### config.mk
export PLATFORM = sky130hd
export DESIGN_NAME = ps2_host_tx
export DESIGN_NICKNAME = d
export VERILOG_FILES = /design/src/rtl/ps2_pkg.sv /design/src/rtl/ps2_line_sync.sv /design/src/rtl/ps2_host_tx.sv
export SDC_FILE = /design/constraint.sdc
export NUM_CORES = 1
export LEC_CHECK = 0
export ABC_AREA = 1
export CAP_MARGIN = 20
export CORE_MARGIN = 5
export CORE_UTILIZATION = 60
export DETAILED_ROUTE_END_ITERATION = 6
export PLACE_DENSITY_LB_ADDON = 0.1
export SKIP_LAST_GASP = 1
export SLEW_MARGIN = 20
export SYNTH_ARGS = -nofsm -noshare
export SYNTH_HDL_FRONTEND = slang
export SYNTH_SLANG_ARGS = --single-unit
export TNS_END_PERCENT = 5
### constraint.sdc
create_clock -name clk_sys -period 2.2 [get_ports clk_sys]
set_input_delay 0.33 -clock clk_sys [delete_from_list [all_inputs] [get_ports clk_sys]]
set_output_delay 0.33 -clock clk_sys [all_outputs]
set_load 0.01 [all_outputs]
### src/rtl/ps2_pkg.sv
// Shared PS/2 definitions: transmitter state encoding, odd parity and cycle-count helpers.
package ps2_pkg;

   typedef enum logic [2:0] {
      ST_IDLE,
      ST_INHIBIT,
      ST_RTS,
      ST_SEND,
      ST_ACK,
      ST_WAIT_IDLE
   } ps2_tx_state_t;

   function automatic logic odd_parity(input logic [7:0] d);
      return ~^d;
   endfunction

   // freq is in 100 kHz units, so cycles per microsecond = freq / 10
   function automatic int unsigned inhibit_cycles(input int unsigned us, input int unsigned freq);
      return us * freq / 10;
   endfunction

   function automatic int unsigned timeout_cycles(input int unsigned ms, input int unsigned freq);
      return ms * freq * 100;
   endfunction

   function automatic int unsigned cnt_width(input int unsigned n);
      return (n > 1) ? $clog2(n) : 1;
   endfunction

endpackage

### src/rtl/ps2_line_sync.sv
// PS/2 pad synchronizer with falling-edge strobe; PS2_TX_FILTER_EN adds an 8-sample glitch filter.
module ps2_line_sync (
   input  logic clk_sys,
   input  logic res_n,
   input  logic pad,
   output logic level,
   output logic fall
);

   logic [1:0] sync;
   logic       prev;

   always_ff @(posedge clk_sys or negedge res_n) begin
      if (!res_n) sync <= 2'b11;
      else        sync <= {sync[0], pad};
   end

`ifdef PS2_TX_FILTER_EN
   logic [6:0] hist;
   logic [7:0] window;
   logic       filt;

   assign window = {hist, sync[1]};

   // level moves only once the last eight samples agree
   always_ff @(posedge clk_sys or negedge res_n) begin
      if (!res_n) begin
         hist <= '1;
         filt <= 1'b1;
      end else begin
         hist <= window[6:0];
         if (&window)       filt <= 1'b1;
         else if (~|window) filt <= 1'b0;
      end
   end

   assign level = filt;
`else
   assign level = sync[1];
`endif

   always_ff @(posedge clk_sys or negedge res_n) begin
      if (!res_n) prev <= 1'b1;
      else        prev <= level;
   end

   assign fall = prev & ~level;

endmodule

### src/rtl/ps2_host_tx.sv
// Host-to-device PS/2 command transmitter: inhibit, request-to-send, device-clocked frame, acknowledge.
// Build option PS2_TX_FILTER_EN filters the device clock before edge detection.
module ps2_host_tx
   import ps2_pkg::*;
#(
   parameter int unsigned SYSCLK_FREQ = 240,
   parameter int unsigned INHIBIT_US  = 120,
   parameter int unsigned TIMEOUT_MS  = 15
) (
   input  logic       clk_sys,
   input  logic       res_n,
   input  logic [7:0] tx_data,
   input  logic       tx_valid,
   output logic       tx_ready,
   output logic       tx_busy,
   output logic       tx_done,
   output logic       tx_err,
   input  logic       ps2_clk_in,
   input  logic       ps2_dat_in,
   output logic       ps2_clk_out,
   output logic       ps2_dat_out
);

   localparam int unsigned INH_CYC = inhibit_cycles(INHIBIT_US, SYSCLK_FREQ);
   localparam int unsigned TO_CYC  = timeout_cycles(TIMEOUT_MS, SYSCLK_FREQ);
   localparam int INH_W = cnt_width(INH_CYC);
   localparam int TO_W  = cnt_width(TO_CYC);
   localparam logic [INH_W-1:0] INH_LAST = INH_W'(INH_CYC - 1);
   localparam logic [TO_W-1:0]  TO_LAST  = TO_W'(TO_CYC - 1);

   ps2_tx_state_t    state, state_n;
   logic [10:0]      frame, frame_n;
   logic [3:0]       bit_cnt, bit_n;
   logic [INH_W-1:0] inh_cnt, inh_n;
   logic [TO_W-1:0]  to_cnt, to_n;
   logic             clk_q, clk_n, dat_q, dat_n, done_n, err_n;
   logic             clk_s, clk_fall, to_hit;
   logic [1:0]       dat_sync;
   logic             dat_s;

   ps2_line_sync u_clk_sync (
      .clk_sys (clk_sys),
      .res_n   (res_n),
      .pad     (ps2_clk_in),
      .level   (clk_s),
      .fall    (clk_fall)
   );

   always_ff @(posedge clk_sys or negedge res_n) begin
      if (!res_n) dat_sync <= 2'b11;
      else        dat_sync <= {dat_sync[0], ps2_dat_in};
   end
   assign dat_s = dat_sync[1];

   assign to_hit = (to_cnt == TO_LAST);

   always_comb begin
      state_n = state;
      frame_n = frame;
      bit_n   = bit_cnt;
      inh_n   = inh_cnt;
      to_n    = to_cnt;
      clk_n   = clk_q;
      dat_n   = dat_q;
      done_n  = 1'b0;
      err_n   = 1'b0;
      if ((state == ST_SEND || state == ST_ACK || state == ST_WAIT_IDLE) && !to_hit)
         to_n = to_cnt + 1'b1;
      case (state)
         ST_IDLE: begin
            clk_n = 1'b1;
            dat_n = 1'b1;
            if (tx_valid) begin
               // {stop, parity, data, start}; start bit goes out during RTS
               frame_n = {1'b1, odd_parity(tx_data), tx_data, 1'b0};
               bit_n   = '0;
               inh_n   = '0;
               clk_n   = 1'b0;
               state_n = ST_INHIBIT;
            end
         end
         ST_INHIBIT: begin
            if (inh_cnt == INH_LAST) begin
               dat_n   = frame[0];
               state_n = ST_RTS;
            end else begin
               inh_n = inh_cnt + 1'b1;
            end
         end
         ST_RTS: begin
            clk_n   = 1'b1;
            to_n    = '0;
            state_n = ST_SEND;
         end
         ST_SEND: begin
            if (to_hit) begin
               err_n   = 1'b1;
               clk_n   = 1'b1;
               dat_n   = 1'b1;
               state_n = ST_IDLE;
            end else if (clk_fall) begin
               dat_n   = frame[1];
               frame_n = {1'b1, frame[10:1]};
               if (bit_cnt == 4'd9) state_n = ST_ACK;
               else                 bit_n   = bit_cnt + 1'b1;
            end
         end
         ST_ACK: begin
            // the acknowledge edge takes precedence over a coincident timeout
            if (clk_fall) begin
               if (!dat_s) begin
                  state_n = ST_WAIT_IDLE;
               end else begin
                  err_n   = 1'b1;
                  state_n = ST_IDLE;
               end
            end else if (to_hit) begin
               err_n   = 1'b1;
               clk_n   = 1'b1;
               dat_n   = 1'b1;
               state_n = ST_IDLE;
            end
         end
         ST_WAIT_IDLE: begin
            if (clk_s && dat_s) begin
               done_n  = 1'b1;
               state_n = ST_IDLE;
            end else if (to_hit) begin
               err_n   = 1'b1;
               clk_n   = 1'b1;
               dat_n   = 1'b1;
               state_n = ST_IDLE;
            end
         end
         default: state_n = ST_IDLE;
      endcase
   end

   always_ff @(posedge clk_sys or negedge res_n) begin
      if (!res_n) begin
         state   <= ST_IDLE;
         frame   <= '1;
         bit_cnt <= '0;
         inh_cnt <= '0;
         to_cnt  <= '0;
         clk_q   <= 1'b1;
         dat_q   <= 1'b1;
         tx_done <= 1'b0;
         tx_err  <= 1'b0;
      end else begin
         state   <= state_n;
         frame   <= frame_n;
         bit_cnt <= bit_n;
         inh_cnt <= inh_n;
         to_cnt  <= to_n;
         clk_q   <= clk_n;
         dat_q   <= dat_n;
         tx_done <= done_n;
         tx_err  <= err_n;
      end
   end

   assign ps2_clk_out = clk_q;
   assign ps2_dat_out = dat_q;
   assign tx_ready    = (state == ST_IDLE);
   assign tx_busy     = (state != ST_IDLE);

endmodule

; ---- Word level (Yosys, flattened, before mapping)
; Cells that the tools add are included.
[totals]
register_bits = 58
[classes]
add_sub_neg = 3
n_eq_ne = 18
muxes = 43
bitwise_logic = 2
n_reduce_logical = 19
[op_table]
columns = operator, n
row1 = 2-to-1 mux 19 bit, 2
row2 = 2-to-1 mux 11 bit, 3
row3 = 2-to-1 mux 3 bit, 9
row4 = 2-to-1 mux 12 bit, 2
row5 = case mux 12 bit (2 select lines), 1
row6 = case mux 11 bit (2 select lines), 1
row7 = adder 19 x 1 -> 19 bit (second input constant), 1
row8 = equality test 19 bit (second input constant), 1
row9 = case mux 3 bit (6 select lines), 1
row10 = 2-to-1 mux 1 bit, 16
row11 = 2-to-1 mux 4 bit, 4
row12 = inequality test 2 bit (second input constant), 8
row13 = adder 12 x 1 -> 12 bit (second input constant), 1
row14 = equality test 12 bit (second input constant), 1
row15 = case mux 1 bit (5 select lines), 2
row16 = AND reduction 5 bit, 2
row17 = nonzero test 5 bit, 2
row18 = case mux 4 bit (2 select lines), 1
row19 = AND reduction 4 bit, 2
row20 = XNOR reduction 8 bit, 1
row21 = equality test 3 x 2 -> 1 bit (second input constant), 2
row22 = equality test 3 bit (second input constant), 2
row23 = AND reduction 3 bit, 2
row24 = nonzero test 2 bit, 3
row25 = other kinds (13), 15

; ---- Depth between registers and ports, before layout
[logic_depth]
ltp_word = 6
depth_mapped = 11
depth_no_buf = 10

; ---- By module
; A second synthesis with hierarchy kept.
[hier_totals]
cells_unflattened = 499
area_unflattened_um2 = 3527.1
[by_module_without_submodules]
columns = mod, instances, cells_each, area_each_um2, seq_area_each_um2
row1 = ps2_host_tx, 1, 494, 3438.3, 1368.8
row2 = ps2_line_sync, 1, 5, 88.8, 78.8

; ---- Least setup slack after synthesis
; Ideal clock, no wire load.
[synth_path]
path_kind = flip-flop to flip-flop
start = register to_cnt[0]
end = register bit_cnt[1]
setup_ps = 117
arrival_ps = 1568
t_required_ps = 2083
slack_ps = 516
stages_incl_launch_ff = 10
path_buffers = 1
path_cell_list = dfrtp_1 ha_1 nand3_2 nor2_4 nand3_4 nand2_1 nand2_2 buf_2 nand3_1 nand2_1
[synth_between]
elab_chain_len = 3
[synth_lines]
columns = element, line_no
row1 = "start, declared", ps2_host_tx.sv:35  ; logic [TO_W-1:0] to_cnt, to_n;
row2 = "start signal, assigned", ps2_host_tx.sv:155  ; to_cnt <= to_n;
row3 = equality test 19 bit, ps2_host_tx.sv:55  ; assign to_hit = (to_cnt == TO_LAST);
row4 = inequality test 2 bit (no source line), --
row5 = AND reduction 5 bit (no source line), --
row6 = "end signal, assigned", ps2_host_tx.sv:153  ; bit_cnt <= bit_n;
row7 = "end, declared", ps2_host_tx.sv:33  ; logic [3:0] bit_cnt, bit_n;
; No other way between the ends.
; A chain may end at the register's enable or synchronous reset.

; ---- Worst setup path in the final report
[layout_path]
start = register state[0]
end = output port tx_ready
[layout_between]
elab_chain_len = 1
[layout_lines]
columns = element, line_no
row1 = "start, declared", ps2_host_tx.sv:31  ; ps2_tx_state_t state, state_n;
row2 = "start signal, assigned", ps2_host_tx.sv:151  ; state <= state_n;
row3 = logical NOT 3 bit, ps2_host_tx.sv:165  ; assign tx_ready = (state == ST_IDLE);
row4 = "end, declared", ps2_host_tx.sv:14  ; output logic tx_ready,
; No other way between the ends.

==> flow_metrics.env <==
export IMPL_synth_top_cells_by_area="dfrtp_1 (28%), nand2_1 (21%), dfstp_2 (13%), nor2_1 (6.8%), nand3_1 (6.1%)"
export IMPL_hold_ws_ps=357
export IMPL_hold_viol=0
export IMPL_syn_nets=530
export IMPL_multi_input_area_um2=1830
export IMPL_avgSynthCellArea_um2=6.90
export IMPL_path_class="reg2out"
export IMPL_numPlacedInstances=605
export IMPL_yosysMostFrequentCell="nand2_1"
export IMPL_antennaDiodeCount=0
export IMPL_cp_common_cell="nor2_1"
export IMPL_tns_ps=0
export IMPL_p_leak_nw=1.97
export IMPL_synth_commonest_cells="nand2_1 (194), nor2_1 (64), inv_1 (51)"
export IMPL_fillers=518
export IMPL_die_height_um=86.8
export IMPL_period_needed_ps=2040
export IMPL_cp_data_arrival_time_ps=1710
export IMPL_seqCellArea_um2=1450
export IMPL_drc=0
export IMPL_peakVddDrop_mv=0.618
export IMPL_fin_util_pct=68.7
export IMPL_max_slew_worst_pin_slew_ps=518
export IMPL_relSlewSlack_pct=65.5
export IMPL_synth_cells=513
export IMPL_ios=19
export IMPL_synthToLayoutAreaGrowth_pct=13.0
export IMPL_slowest_stage="clkdlybuf4s50_1"
export IMPL_die_w_um=86.8
export IMPL_clk_pin_slew_ps=60
export IMPL_crit_start="state[0]$_DFFE_PN0P_"
export IMPL_place_gp_congestion=0.990
export IMPL_start_kind="register"
export IMPL_critPathCaptureType="primary output"
export IMPL_p_per_area_nw_per_um2=1050
export IMPL_drt_wl_total_mm=7.58
export IMPL_synth_area_um2=3540
export IMPL_dieArea_um2=7530
export IMPL_synth_seq_cells=57
export IMPL_drtIter0Drc=204
export IMPL_min_path_cells=0
export IMPL_numPortBuffers=18
export IMPL_grt_overflow=0
export IMPL_synth_edf_count=0
export IMPL_num_vias=3291
export IMPL_grt_max_degree=37
export IMPL_grt_pass1_wl_mm=13.3
export IMPL_row_count=28
export IMPL_rsz0062_at_grt="no"
export IMPL_crit_path_cell_trace="nor2_1 > inv_1 > nor2_1 > clkdlybuf4s50_1"
export IMPL_dr_pass1_iters=6
export IMPL_reg2reg_to="frame[5]$_DFFE_PN1P_"
export IMPL_rr_startpoint="to_cnt[0]$_DFFE_PN0P_"
export IMPL_clockBufferDepth=2
export IMPL_synth_cell_type_count=32
export IMPL_synth_ff_type="dfrtp_1"
export IMPL_drive_gt1_share_pct=10.6
export IMPL_rrSetupSlack_ps=200
export IMPL_drt_wirelength_per_cell_um=12.2
export IMPL_finalPower_mw=4.21
export IMPL_cts_root_buf="clkbuf_8"
export IMPL_track_usage_pct=22.2
export IMPL_grt_pass1_vias=3046
export IMPL_cts_buffers_inserted=9
export IMPL_slew_viol_final=0
export IMPL_routed_via_density=5.29
export IMPL_fin_cells=622
export IMPL_async_flop_share_pct=100
export IMPL_finalSetupViolations=0
export IMPL_cts_htree_levels=3
export IMPL_cpPeakStageDelay_ps=580
export IMPL_crit_end="tx_ready"
export IMPL_finalCritPeriodShare_pct=92.8
export IMPL_yosysWarnings=0
export IMPL_outcome="complete, no violations"
export IMPL_grt_antenna_before_repair=0
export IMPL_clock_latency_ps=330
export IMPL_fin_skew_ps=5.38
export IMPL_cp_max_fo=5
export IMPL_yosysSeqAreaShare_pct=40.9
export IMPL_numClockSinks=57
export IMPL_ant_nets=0
export IMPL_yosys_area_top_type="dfrtp_1"
export IMPL_coreArea_um2=5820
export IMPL_critPathRequiredTime_ps=1870
export IMPL_cts_tree="yes"
export IMPL_hp_class="reg2reg"
export IMPL_initial_core_util_pct=60.8
export IMPL_cap_violations=0
export IMPL_yosysTopAreaCellShare_pct=28.3
export IMPL_fmax_mhz=490
export IMPL_worstHoldStart="u_clk_sync.sync[0]$_DFF_PN1_"
export IMPL_dpl_hpwl_mm=5.53
export IMPL_nets=559
export IMPL_r2r_cells=9
==> power by group <==
part           switching, mW  internal (mW)  total (mW)
Combinational           1.21          0.606        1.81
Clock                  0.387          0.440       0.827
Sequential             0.221           1.35        1.57
==> flip-flops by register name (all words and copies together) (netlist names) <==
signal / flops
u_clk_sync.prev: 1
ps2_dat_out: 1
tx_done: 1
inh_cnt: 12
u_clk_sync.sync: 2
dat_sync: 2
tx_err: 1
to_cnt: 19
frame: 10
state: 3
ps2_clk_out: 1
bit_cnt: 4
==> repair_timing <==
item                                   in CTS  in global routing
resized for setup                           0                  0
buffers inserted                            0                  0
hold buffers                                1                  0
endpoints found under the hold margin      21                  0
==> metal layers <==
layer / vias to the layer above / wire [um] / global-route usage (%)
met5: - / 0 / 0
met4: 0 / 129 / 9.63
met3: 14 / 336 / 3.42
met2: 74 / 3630 / 36.3
met1: 1533 / 3480 / 29.0
li1: 1670 / - / -
==> cell type report <==
| type | instances | share of cell area (%) |
|---|---|---|
| tap | 75 | 2.35 |
| timing repair buffer | 26 | 6.26 |
| clock inverter | 1 | 0.125 |
| inverter | 56 | 5.39 |
| multi-input combinational | 392 | 45.7 |
| sequential | 57 | 36.2 |
| clock buffer | 15 | 3.91 |
==> how the worst min path moves through the flow <==
stage	to	slack, ps
final	u_clk_sync.sync[1]$_DFF_PN1_	360
after global routing	u_clk_sync.sync[1]$_DFF_PN1_	360
after CTS	u_clk_sync.sync[1]$_DFF_PN1_	360
after detailed placement	inh_cnt[9]$_DFFE_PN0P_	340
after global placement	inh_cnt[9]$_DFFE_PN0P_	340
after floorplan	bit_cnt[0]$_DFFE_PN0P_	30
==> kinds of logic (layout without fill, tap and decap cells) <==
kind of cell	Yosys count	in the layout	synth area share, %
compound gates	33	33	5.20
xor+xnor	16	16	3.96
flops	57	57	40.9
fa+ha+maj	4	4	1.41
buf+inv	64	98	7.39
simple gates	339	339	41.1
==> through the flow <==
| stage | instance area (um2) | setup WS (ps) |
|---|---|---|
| 2_1_floorplan | 3540 | 516 |
| 3_5_place_dp | 3820 | 242 |
| 5_1_grt | 4000 | 2.11 |
| 6_report | 4000 | 159 |
| 4_1_cts | 4000 | 133 |
| 3_3_place_gp | 3820 | 324 |
==> layout by cell type, fill, tap and decap left out, types with 2 or more instances in the layout <==
cell type / count
a21boi_0: 2
a21oi_1: 5
buf_4: 6
clkbuf_1: 5
clkbuf_8: 10
clkdlybuf4s50_1: 17
dfrtp_1: 40
dfstp_2: 17
ha_1: 4
inv_1: 51
inv_2: 4
nand2_1: 194
nand2_2: 4
nand2_4: 2
nand3_1: 43
nand3b_1: 3
nand4_1: 13
nor2_1: 64
nor2_2: 4
nor2_4: 2
nor3_1: 5
o21ai_0: 20
o22ai_1: 2
or2_2: 3
xor2_1: 16
==> critical path, delay by kind of cell, from the launching register on <==
family	cells	cell delay (ps)
buffers and inverters	2	660
DFF	1	430
and+or+nand+nor	2	290
Power figures use the tool's default switching activity.
==> edit 1, RTL diff (config.mk and constraints unchanged) <==
The parameter `SYSCLK_FREQ` goes from 240 to 360.
--- a/src/rtl/ps2_host_tx.sv
+++ b/src/rtl/ps2_host_tx.sv
@@ -4,5 +4,5 @@
    import ps2_pkg::*;
 #(
-   parameter int unsigned SYSCLK_FREQ = 240,
+   parameter int unsigned SYSCLK_FREQ = 360,
    parameter int unsigned INHIBIT_US  = 120,
    parameter int unsigned TIMEOUT_MS  = 15
Check against the original RTL: same outputs for any inputs over 10 cycles, from zero or initial values; that may be too few to reach the edited logic, so the function may still have changed.
==> edit 1 against the original RTL <==
Sequential cell count up 2. Largest cell class unchanged. Global-route usage up 0.87 points. Maximum frequency down 1.7%. Power up 11%. Final area up 2.7%. Synthesized area up 2.6%. Wire length up 3.2%. Setup slack worse by 0.035 ns. Critical endpoint is now tx_busy.
==> edit 1: results (changes against the original RTL) <==
grt_pass1_vias: 3197  # +5.0%
syn-num-nets: 522  # -1.5%
crit_path_end: "tx_busy"
yosysWarnings: 0  # unchanged
slowest_stage: "clkdlybuf4s50_1"
drt_first_pass_iters: 4  # -2
worstSetupStartpoint: "state[0]$_DFFE_PN0P_"
dp_slack_ns: 0.343  # +0.101 ns
wl_per_cell_um: 12.8  # +4.9%
reg2reg_to: "inh_cnt[1]$_DFFE_PN0P_"
timing.reg2reg.setup_slack_ns: 0.32  # +0.12 ns
drive_above_1_share: 0.125  # +0.0187
synth-xor-area-share: 0.0652  # +0.0256
hpwl_um: 5820  # +5.2%
max_freq_mhz: 482  # -1.7%
r2r-start: "inh_cnt[0]$_DFFE_PN0P_"
grt_start_max_net_pins: 35  # -5.4%
synth_seq_area_share: 0.413  # +0.00349
critPathMaxStageDelay_ns: 0.56  # -0.02 ns
stdcell_count: 612  # -1.6%
use_met1: 0.295  # +0.00570
cts_max_path_buffers: 2  # unchanged
dpl.cell_count: 595  # -1.7%
grt_util_met2: 0.375  # +0.0123
largestRegisters: "to_cnt (20), inh_cnt (13), frame (10)"
arrival_ns: 1.75  # +0.04 ns
clkTransAtPathRegs_ns: 0.07
drt_iter0_drc: 157  # -23%
cellLeakagePower_nw: 1.96  # -0.62%
track_usage: 0.230  # +0.00870
numPortBuffers: 18  # unchanged
gp_congestion: 0.966  # -2.4%
worst_clock_skew_ns: 0.0105  # +0.00509 ns
synthMuxAreaShare: 0.00828  # +0.00828
postPlaceCellArea_um2: 3880  # +1.3%
clockRootBuffer: "clkbuf_8"
status: "finished clean"
insertion_delay_ns: 0.34
final_nets: 549  # -1.8%
grt_pass1_wl_um: 14000  # +5.1%
antenna_found_initial: 0  # unchanged
synth_adder_area_share: 0.0138  # -0.000356
met3_usage: 0.0527  # +0.0185
cts_made_buffers: 9  # unchanged
ys.flop_type: "dfrtp_1"
synth_area_leaders: "dfrtp_1 (29%), nand2_1 (19%), dfstp_2 (12%), nor2_1 (6.8%), xor2_1 (5.3%)"
ir_drop_v: 0.000849  # +37%
diodes: 0  # unchanged
synth_common_cells: "nand2_1 (179), nor2_1 (66), dfrtp_1 (42)"
cp_max_fo: 6  # +1
nFillCells: 515  # -0.58%
vias_per_cell: 5.28  # -0.16%
htree_levels: 3  # unchanged
synth-compound-area-share: 0.0672  # +0.0152
ff2ff_path_depth: 8  # -1
slew_headroom: 0.719  # +0.0649
async_flop_share: 1.00  # unchanged
synth_cells: 505  # -1.6%
hold_path_class: "reg -> reg"
synth_cell_types: 32  # unchanged
edit 1: area by class of cell:
class                      instances  area, um2  area share
clock inverter                     4       47.5      0.0116
multi-input combinational        393       1900       0.464
timing repair buffer              24        223      0.0543
tap                               75       93.8      0.0229
inverter                          45        174      0.0424
sequential                        59       1500       0.365
clock buffer                      12        165      0.0402
edit 1: where the power goes:
part           leakage [nW]  total [mW]  switching, mW  internal, mW
registers             0.752        1.65          0.233          1.42
clock network         0.108        1.05          0.434         0.612
logic                  1.10        1.97           1.31         0.662
total                  1.96        4.67           1.97          2.69
edit 1: per-layer routing:
metal / vias up / share of wire
li1: 1655 / -
met1: 1504 / 0.46
met2: 60 / 0.48
met3: 14 / 0.036
met4: 0 / 0.020
met5: - / 0
edit 1: what timing repair did:
item	4_1_cts	5_1_grt
setup endpoints to repair	0	1
hold endpoints to repair	24	0
gates resized for setup	0	1
buffers inserted	0	0
hold buffers	1	0
edit 1: worst min path at each step:
| stage | startpoint | end | depth (start not counted) | slack (ns) |
|---|---|---|---|---|
| after global routing | u_clk_sync.sync[0]$_DFF_PN1_ | u_clk_sync.sync[1]$_DFF_PN1_ | 0 | 0.36 |
| after floorplan | res_n | bit_cnt[0]$_DFFE_PN0P_ | 0 | 0.03 |
| after detailed placement | u_clk_sync.sync[0]$_DFF_PN1_ | u_clk_sync.sync[1]$_DFF_PN1_ | 0 | 0.35 |
| after global placement | res_n | inh_cnt[9]$_DFFE_PN0P_ | 2 | 0.34 |
| after CTS | u_clk_sync.sync[0]$_DFF_PN1_ | u_clk_sync.sync[1]$_DFF_PN1_ | 0 | 0.36 |
| final | u_clk_sync.sync[0]$_DFF_PN1_ | u_clk_sync.sync[1]$_DFF_PN1_ | 0 | 0.36 |
==> edit 2, RTL diff (same flow settings) <==
Without the edit above. Remove the register `tx_err`: a continuous assignment takes its place, so the output `tx_err` follows one clock earlier.
--- a/src/rtl/ps2_host_tx.sv
+++ b/src/rtl/ps2_host_tx.sv
@@ -147,5 +147,4 @@
          dat_q   <= 1'b1;
          tx_done <= 1'b0;
-         tx_err  <= 1'b0;
       end else begin
          state   <= state_n;
@@ -157,7 +156,8 @@
          dat_q   <= dat_n;
          tx_done <= done_n;
-         tx_err  <= err_n;
       end
    end
+
+   assign tx_err = err_n;
 
    assign ps2_clk_out = clk_q;
Behaviour: no difference found for any inputs over 10 cycles, from zero or initial values; that may be too few to reach the edited logic, so the function may still have changed.
==> edit 2 against the original RTL <==
Final area fell by 0.91%. Power down 0.88%. Via count down 0.36%. Register-to-register slack gained 0.09 ns. Largest cell class unchanged. Sequential cell count down 1. Final cell count down 1.4%. Sequential power decreased by 3%. First-iteration DRC count up 5.4%. Highest routed layer unchanged. Clock skew is 0.0071 ns higher. Wire length grew 2.2%. Synthesized area decreased by 0.71%. Synthesized cell count down 0.19%. Setup slack got worse by 0.0085 ns.
==> edit 2: results (changes against the original RTL) <==
gp_congestion: 0.957  # -3.4%
ff2ff_path_depth: 10  # +1
grt_pass1_vias: 3123  # +2.5%
ir_drop_v: 0.000610  # -1.3%
status: "finished clean"
totalWireLength_um: 7750  # +2.2%
swShare: 0.434  # +0.00354
drive_above_1_share: 0.111  # +0.00487
cts_made_buffers: 5  # -4
reg2reg_to: "frame[1]$_DFFE_PN1P_"
htree_levels: 2  # -1
drt_first_pass_iters: 5  # -1
r2r-start: "to_cnt[1]$_DFFE_PN0P_"
clkTransAtPathRegs_ns: 0.10  # +0.04 ns
synth_area_leaders: "dfrtp_1 (28%), nand2_1 (21%), dfstp_2 (13%), nor2_1 (6.8%), nand3_1 (6.1%)"
grt_pass1_wl_um: 13700  # +3.4%
met2_length_um: 3830  # +5.6%
post-route-min-period_ns: 2.05  # +0.00852 ns
worst_clock_skew_ns: 0.0124  # +0.00705 ns
insertion_delay_ns: 0.31  # -0.02 ns
use_met1: 0.279  # -0.0105
synth_cells: 512  # -0.19%
hold_path_class: "in -> async"
syn-num-nets: 529  # -0.19%
cts_setup_buffers: 0  # unchanged
cts.repair.resized: 2  # +2
synth_seq_area_share: 0.405  # -0.00421
worst_pin_slew_ns: 0.588  # +0.0698 ns
grt_util_met2: 0.405  # +0.0424
drt_iter0_drc: 215  # +5.4%
hold_slack_ns: 0.00259  # -0.354 ns
final_nets: 557  # -0.36%
cellLeakagePower_nw: 1.96  # -0.54%
met3_usage: 0.0333  # -0.000951
dp_slack_ns: 0.112  # -0.129 ns
synth_common_cells: "nand2_1 (194), nor2_1 (64), inv_1 (51)"
nFillCells: 496  # -4.2%
hpwl_um: 5750  # +3.9%
pg_seq_mw: 1.53  # -3%
track_usage: 0.226  # +0.00416
wl_met3_um: 372  # +11%
clockRootBuffer: "clkbuf_8"
route.vias.total: 3279  # -0.36%
grt_start_max_net_pins: 34  # -8.1%
timing.reg2reg.setup_slack_ns: 0.29  # +0.09 ns
[edit 2: cell count changes after synthesis, sizes merged]
| cell | delta |
|---|---|
| dfrtp | -1 |
[edit 2: final cells by class]
type                            count  area [um2]  area share
Sequential cell                    56        1420       0.359
Clock buffer                        7        97.6      0.0246
Inverter                           56         215      0.0543
Clock inverter                      1        30.0     0.00758
Multi-Input combinational cell    392        1840       0.464
Tap cell                           72        90.1      0.0227
Timing Repair Buffer               29         265      0.0670
[edit 2: stage by stage]
step,area [um2],total power [mW],cells,utilization
2_1_floorplan,3510,2.84,512,-
3_3_place_gp,3830,3.35,605,0.682
3_5_place_dp,3830,3.42,605,0.682
4_1_cts,3960,4.18,613,0.706
5_1_grt,3960,4.50,613,0.706
6_report,3960,4.18,613,0.706
[edit 2: kinds of logic after synthesis]
logic type | synth area share
buffers and inverters | 0.0745
xor gates and xnor gates | 0.0399
DFF | 0.405
AOI/OAI and AO/OA | 0.0524
and+or+nand+nor | 0.414
adders and majority gates | 0.0143
